File: src/rtl/fifo_stream_tx_pkg.sv
// fifo_stream_tx_pkg
//  Shared types and helpers for the FIFO-to-AXI-Stream transmitter.
//  Contents:
//   state_t  transmitter FSM encoding (IDLE / RUN / STOP)
//   clog2()  ceiling log2, used to validate the beat counter width
package fifo_stream_tx_pkg;

   typedef enum logic [1:0] {
      ST_IDLE = 2'd0,
      ST_RUN  = 2'd1,
      ST_STOP = 2'd2
   } state_t;

   // Smallest r with 2**r >= value; value 0 or 1 gives 0.
   function automatic int unsigned clog2(input int unsigned value);
      int unsigned res;
      res = 0;
      while ((res < 31) && ((32'd1 << res) < value)) begin
         res = res + 1;
      end
      return res;
   endfunction

endpackage

File: src/rtl/fifo_stream_tx_if.sv
// fifo_stream_tx_if
//  Bundles the show-ahead FIFO read port and the AXI-Stream master port of
//  the transmitter.
//  Signals:
//   fifo_empty  FIFO empty flag
//   fifo_data   FIFO head word (valid while fifo_empty=0)
//   fifo_rd     pop strobe
//   m_tvalid / m_tready / m_tdata / m_tlast   AXI-Stream beat
//  Modports:
//   master  transmitter view (drives fifo_rd and the stream)
//   slave   environment view (FIFO + stream sink)
interface fifo_stream_tx_if #(
   parameter int unsigned DATA_WIDTH = 64
);

   logic                  fifo_empty;
   logic [DATA_WIDTH-1:0] fifo_data;
   logic                  fifo_rd;
   logic                  m_tvalid;
   logic                  m_tready;
   logic [DATA_WIDTH-1:0] m_tdata;
   logic                  m_tlast;

   modport master (
      input  fifo_empty,
      input  fifo_data,
      input  m_tready,
      output fifo_rd,
      output m_tvalid,
      output m_tdata,
      output m_tlast
   );

   modport slave (
      output fifo_empty,
      output fifo_data,
      output m_tready,
      input  fifo_rd,
      input  m_tvalid,
      input  m_tdata,
      input  m_tlast
   );

endinterface

File: src/rtl/fifo_stream_tx.sv
// fifo_stream_tx
//  Pops words from a show-ahead FIFO and sends them as an AXI-Stream master,
//  framing every BURST_LEN beats with TLAST. One registered output stage,
//  one beat per cycle, one cycle from pop to m_tdata.
//  Ports:
//   clk        clock, rising edge
//   reset      synchronous active-high reset
//   en         1 = transmit, 0 = stop at the next frame boundary
//   bus        FIFO read port + AXI-Stream master (fifo_stream_tx_if.master)
//   busy       FSM not in IDLE
//   frame_cnt  frames completed (TLAST handshakes) since reset, wrapping
module fifo_stream_tx
   import fifo_stream_tx_pkg::*;
#(
   parameter int unsigned DATA_WIDTH = 64,
   parameter int unsigned BURST_LEN  = 8,
   parameter int unsigned BEAT_W     = 3,
   parameter int unsigned CNT_W      = 16
) (
   input  logic                 clk,
   input  logic                 reset,
   input  logic                 en,
   fifo_stream_tx_if.master     bus,
   output logic                 busy,
   output logic [CNT_W-1:0]     frame_cnt
);

   localparam logic [BEAT_W-1:0] LAST_BEAT = BEAT_W'(BURST_LEN - 1);

   // Parameter sanity checks at elaboration
   if ((BURST_LEN < 2) || (BURST_LEN > 256)) begin : g_bad_burst_len
      $error("fifo_stream_tx: BURST_LEN must be in 2..256");
   end
   if (BEAT_W < clog2(BURST_LEN)) begin : g_bad_beat_w
      $error("fifo_stream_tx: BEAT_W too small for BURST_LEN");
   end

   state_t                  state_q;
   state_t                  state_d;
   logic [BEAT_W-1:0]       beat_cnt;
   logic                    tvalid_q;
   logic                    tlast_q;
   logic [DATA_WIDTH-1:0]   tdata_q;

   logic                    xfer;
   logic                    out_free;
   logic                    at_last;
   logic                    pop_ok;
   logic                    pop;

   // Handshake and pop qualification
   assign xfer     = tvalid_q & bus.m_tready;
   assign out_free = ~tvalid_q | bus.m_tready;
   assign at_last  = (beat_cnt == LAST_BEAT);
   assign pop_ok   = (state_q == ST_RUN) | ((state_q == ST_STOP) & (beat_cnt != '0));
   assign pop      = pop_ok & ~bus.fifo_empty & out_free;

   // Pop strobe is combinational; forced low while reset is held
   assign bus.fifo_rd  = pop & ~reset;
   assign bus.m_tvalid = tvalid_q;
   assign bus.m_tdata  = tdata_q;
   assign bus.m_tlast  = tlast_q;
   assign busy         = (state_q != ST_IDLE);

   // Next-state logic
   always_comb begin
      state_d = state_q;
      unique case (state_q)
         ST_IDLE: begin
            if (en) state_d = ST_RUN;
         end
         ST_RUN: begin
            if (!en) begin
               // A pop in this cycle opens a frame that must be completed
               if ((beat_cnt != '0) || pop) state_d = ST_STOP;
               else if (out_free)           state_d = ST_IDLE;
            end
         end
         ST_STOP: begin
            if (en)                                 state_d = ST_RUN;
            else if ((beat_cnt == '0) && out_free)  state_d = ST_IDLE;
         end
         default: state_d = ST_IDLE;
      endcase
   end

   // State, beat counter, output register and frame counter
   always_ff @(posedge clk) begin
      if (reset) begin
         state_q   <= ST_IDLE;
         beat_cnt  <= '0;
         tvalid_q  <= 1'b0;
         tdata_q   <= '0;
         tlast_q   <= 1'b0;
         frame_cnt <= '0;
      end else begin
         state_q <= state_d;
         if (pop) begin
            tdata_q  <= bus.fifo_data;
            tvalid_q <= 1'b1;
            tlast_q  <= at_last;
            beat_cnt <= at_last ? '0 : beat_cnt + BEAT_W'(1);
         end else if (xfer) begin
            tvalid_q <= 1'b0;
         end
         if (xfer && tlast_q) begin
            frame_cnt <= frame_cnt + CNT_W'(1);
         end
      end
   end

endmodule

File: src/flat_wrapper.sv
// flat-port wrapper written by rule: the top's interface ports become plain ports
module fifo_stream_tx_flat import fifo_stream_tx_pkg::*;
#(
   parameter int unsigned DATA_WIDTH = 64,
   parameter int unsigned BURST_LEN  = 8,
   parameter int unsigned BEAT_W     = 3,
   parameter int unsigned CNT_W      = 16
)
  (clk, reset, en, busy, frame_cnt, bus_fifo_empty, bus_fifo_data, bus_m_tready, bus_fifo_rd, bus_m_tvalid, bus_m_tdata, bus_m_tlast);
  fifo_stream_tx_if #(.DATA_WIDTH(DATA_WIDTH)) bus_i ();
  input  logic clk;
  input  logic reset;
  input  logic en;
  output logic busy;
  output logic [CNT_W-1:0] frame_cnt;
  input wire logic [$bits(bus_i.fifo_empty)-1:0] bus_fifo_empty;
  input wire logic [$bits(bus_i.fifo_data)-1:0] bus_fifo_data;
  input wire logic [$bits(bus_i.m_tready)-1:0] bus_m_tready;
  output wire logic [$bits(bus_i.fifo_rd)-1:0] bus_fifo_rd;
  output wire logic [$bits(bus_i.m_tvalid)-1:0] bus_m_tvalid;
  output wire logic [$bits(bus_i.m_tdata)-1:0] bus_m_tdata;
  output wire logic [$bits(bus_i.m_tlast)-1:0] bus_m_tlast;
  assign bus_i.fifo_empty = bus_fifo_empty;
  assign bus_i.fifo_data = bus_fifo_data;
  assign bus_i.m_tready = bus_m_tready;
  assign bus_fifo_rd = bus_i.fifo_rd;
  assign bus_m_tvalid = bus_i.m_tvalid;
  assign bus_m_tdata = bus_i.m_tdata;
  assign bus_m_tlast = bus_i.m_tlast;
  fifo_stream_tx #(.DATA_WIDTH(DATA_WIDTH), .BURST_LEN(BURST_LEN), .BEAT_W(BEAT_W), .CNT_W(CNT_W)) u_core (.clk(clk), .reset(reset), .en(en), .bus(bus_i), .busy(busy), .frame_cnt(frame_cnt));
endmodule
File: config.mk
export PLATFORM = sky130hd
export DESIGN_NAME = fifo_stream_tx_flat
export DESIGN_NICKNAME = d
export VERILOG_FILES = /design/src/rtl/fifo_stream_tx_pkg.sv /design/src/rtl/fifo_stream_tx_if.sv /design/src/rtl/fifo_stream_tx.sv /design/src/flat_wrapper.sv
export SDC_FILE = /design/constraint.sdc
export NUM_CORES = 1
export LEC_CHECK = 0
export CAP_MARGIN = 10
export CORE_ASPECT_RATIO = 0.75
export CORE_MARGIN = 10
export CORE_UTILIZATION = 45
export DETAILED_ROUTE_END_ITERATION = 8
export PLACE_DENSITY = 0.85
export SLEW_MARGIN = 0
export SYNTH_ARGS = -nofsm -noshare
export SYNTH_HDL_FRONTEND = slang
export SYNTH_SLANG_ARGS = --single-unit
File: constraint.sdc
create_clock -name clk -period 4 [get_ports clk]
set_input_delay 0.8 -clock clk [delete_from_list [all_inputs] [get_ports clk]]
set_output_delay 0.8 -clock clk [all_outputs]
set_load 0.02 [all_outputs]
==> out/qor.txt <==
CTS resizes - 0
fillers - 627
Crit path top cell by count - clkdlybuf4s50_1
wire length per cell - 16.9 µm
DR pass1 iterations - 5
Max Transition Viols Final - 0
Seq pwr share - 0.511
Synth area leader - dfxtp_1
power per cell area - 337 mW/mm²
sw power - 0.000457 W
maxcap violations - 0
chip width - 122 µm
Vias/cell - 5.50
total negative setup slack - 0 ps
post-synthesis cell type count - 30
Sink Count - 87
Critical Path AT - 2420 ps
site row count - 27
TritonCTS clock tree - done
port bufs - 152
Clock Skews - 10.0 ps
final period utilization - 0.804
#FFs+latches synth - 87
antenna violations before repair - 0
Tmin final - 3220 ps
Fin. Hold Viols - 0
mapped cell area - 0.00348 mm²
Sw Ratio - 0.259
Detail Route Antenna Nets - 0
cells along the critical path - clkdlybuf4s50_1 -> nand2b_1 -> nand2b_2 -> nor3_1 -> clkdlybuf4s50_1
DRC - 0
crit path max fanout - 5
critical path startpoint category - input port
H-Tree Depth - 3
actual slew at the worst max-slew pin - 912 ps
clock power share - 0.344
worst rel slew slack - 0.392
Area Growth Syn to Fin - 50.5%
Seq/Total Area, Yosys - 0.501
Worst Hold Class - flop to flop
gr usage total - 0.182
Vias - 3602
Die Height - 96.1 µm
CP max-delay cell - clkdlybuf4s50_1
pin count of the biggest net entering global routing - 88
setup violators final - 0
vias in the first global route - 3380
Hold-fix buffers, CTS - 0
RSZ-0062 raised after global routing - no
HPWL Detailed - 7.53 mm
Post-Place Cells - 638
non-filler cells, final - 655
Crit path largest cell delay - 690 ps
worst vdd ir - 241 µV
DRT Wirelength - 11.0 mm
Combinational Power Share - 0.145
TritonCTS Buffers - 9
Top-Level Pins - 153
routability cong. - 0.775
die area - 0.0117 mm²
WHS - 476 ps
element type at the critical path end - output pin
synthesized net count - 493
yosys warns - 0
power after layout - 0.00176 W
postcts setup bufs - 0
Critical Path RT - 3200 ps
Starting Density - 0.468
CTS Buffer Depth - 2
post-synth top area share - 0.501
outcome - finished, final reports clean
CP Class - input port to output pin
Synth Area in Adders - 0.0144
internal power - 0.00131 W
Mapped Cells - 420
largest family of logic cells by synthesized area - compound AO/OA/AOI/OAI gates
multiplexer share of the synthesized area - 0
Synth Area in Simple Gates - 0.178
Area contributors post-synth - dfxtp_1, a21oi_1, nand3_1
DRT iter0 DRCs - 281
Synth Area in Compound Gates - 0.234
Leak - 1.72 nW
clock slew at reported path FFs - 90 ps
ANT cells - 0
Avg Cell Area, Syn - 8.28 µm²
commonest non-fill, non-tap cell in the layout - clkdlybuf4s50_1
Nets - 622
XOR/XNOR Fraction of Synth Area - 0.0202
GR Overflow Total - 0
root buffer cell - clkbuf_8
share of layout cells above drive strength 1 - 0.0505
Skew-Pair Late Insertion Delay - 350 ps
Core Area - 0.00743 mm²
global-route wire length before repair - 17.4 mm
f_max - 0.311 GHz
most frequent cells in the layout - clkdlybuf4s50_1, dfxtp_1, a21oi_1
## critical path, delay by kind of cell
kind          cells  cell delay, ps
buf+inv           2            1220
simple gates      3             400
## power by group through the flow
stage                     Sequential [W]  Combinational [W]  Clock [W]
after global routing            0.000905           0.000278   0.000658
final                           0.000902           0.000257   0.000606
after detailed placement        0.000922           0.000254          0
after CTS                       0.000902           0.000255   0.000623
after global placement          0.000920           0.000251          0
after floorplan                 0.000949          0.0000872          0
## final cells by class
type                       count  area [µm²]  area share
inverter                       5        18.8     0.00359
clock inverter                 6        68.8      0.0131
sequential                    87        1740       0.333
clock buffer                  10         128      0.0244
tap                          101         126      0.0241
multi-input combinational    288        1580       0.301
timing repair buffer         158        1570       0.301
## state kept, by name, summed over array words and instances, names as in the netlist
name	count
u_core.state_q	2
u_core.beat_cnt	3
u_core.frame_cnt	16
u_core.bus.m_tlast	1
u_core.bus.m_tvalid	1
u_core.bus.m_tdata	64
## through the flow
stage           util  cell area (µm²)  setup slack, ps
3_5_place_dp   0.675             5020              812
4_1_cts        0.702             5210              786
2_1_floorplan      -             3480             1520
3_3_place_gp   0.675             5020              825
6_report       0.704             5230              784
5_1_grt        0.704             5230              711
## worst paths after layout
| path | to | slack, ps | cells after the start | startpoint |
|---|---|---|---|---|
| hold reg to reg | u_core.bus.m_tdata[63] | 480 | 2 | u_core.bus.m_tdata[63] |
| setup / recovery | bus_fifo_rd | 780 | 5 | bus_m_tready |
| hold / removal | u_core.bus.m_tdata[63] | 480 | 2 | u_core.bus.m_tdata[63] |
| setup reg to reg | u_core.bus.m_tdata[56] | 1970 | 7 | u_core.beat_cnt[0] |
## per-layer routing
layer / GRT usage / vias to the layer above / share of wire
li1: - / 1756 / -
met1: 0.219 / 1709 / 0.42
met2: 0.294 / 131 / 0.48
met3: 0.0854 / 6 / 0.10
met4: 0.0356 / 0 / 0.0065
met5: 0 / - / 0
## cell families after synthesis
logic type	after synthesis
buffers and inverters	45
XOR/XNOR	8
adder cells (fa/ha/maj)	4
AND/OR/NAND/NOR	117
AO/OA/AOI/OAI	159
flip-flops	87
## synthesized netlist by cell type, drive strengths merged
master and count:
o31ai 3, or3 4, nand4b 1, xnor2 4
a21o 1, clkbuf 30, nand4 2, a211oi 2
or2 2, dfxtp 87, nand3 72, xor2 4
a21oi 77, inv 5, and4 3, buf 10
nor2 9, nor3 2, nor4 1, a41oi 1
and3 3, o21ai 75, or4 4, nor2b 4
ha 4, nand2 7, nand2b 3
Note: power is estimated with default switching activity, not from simulation.
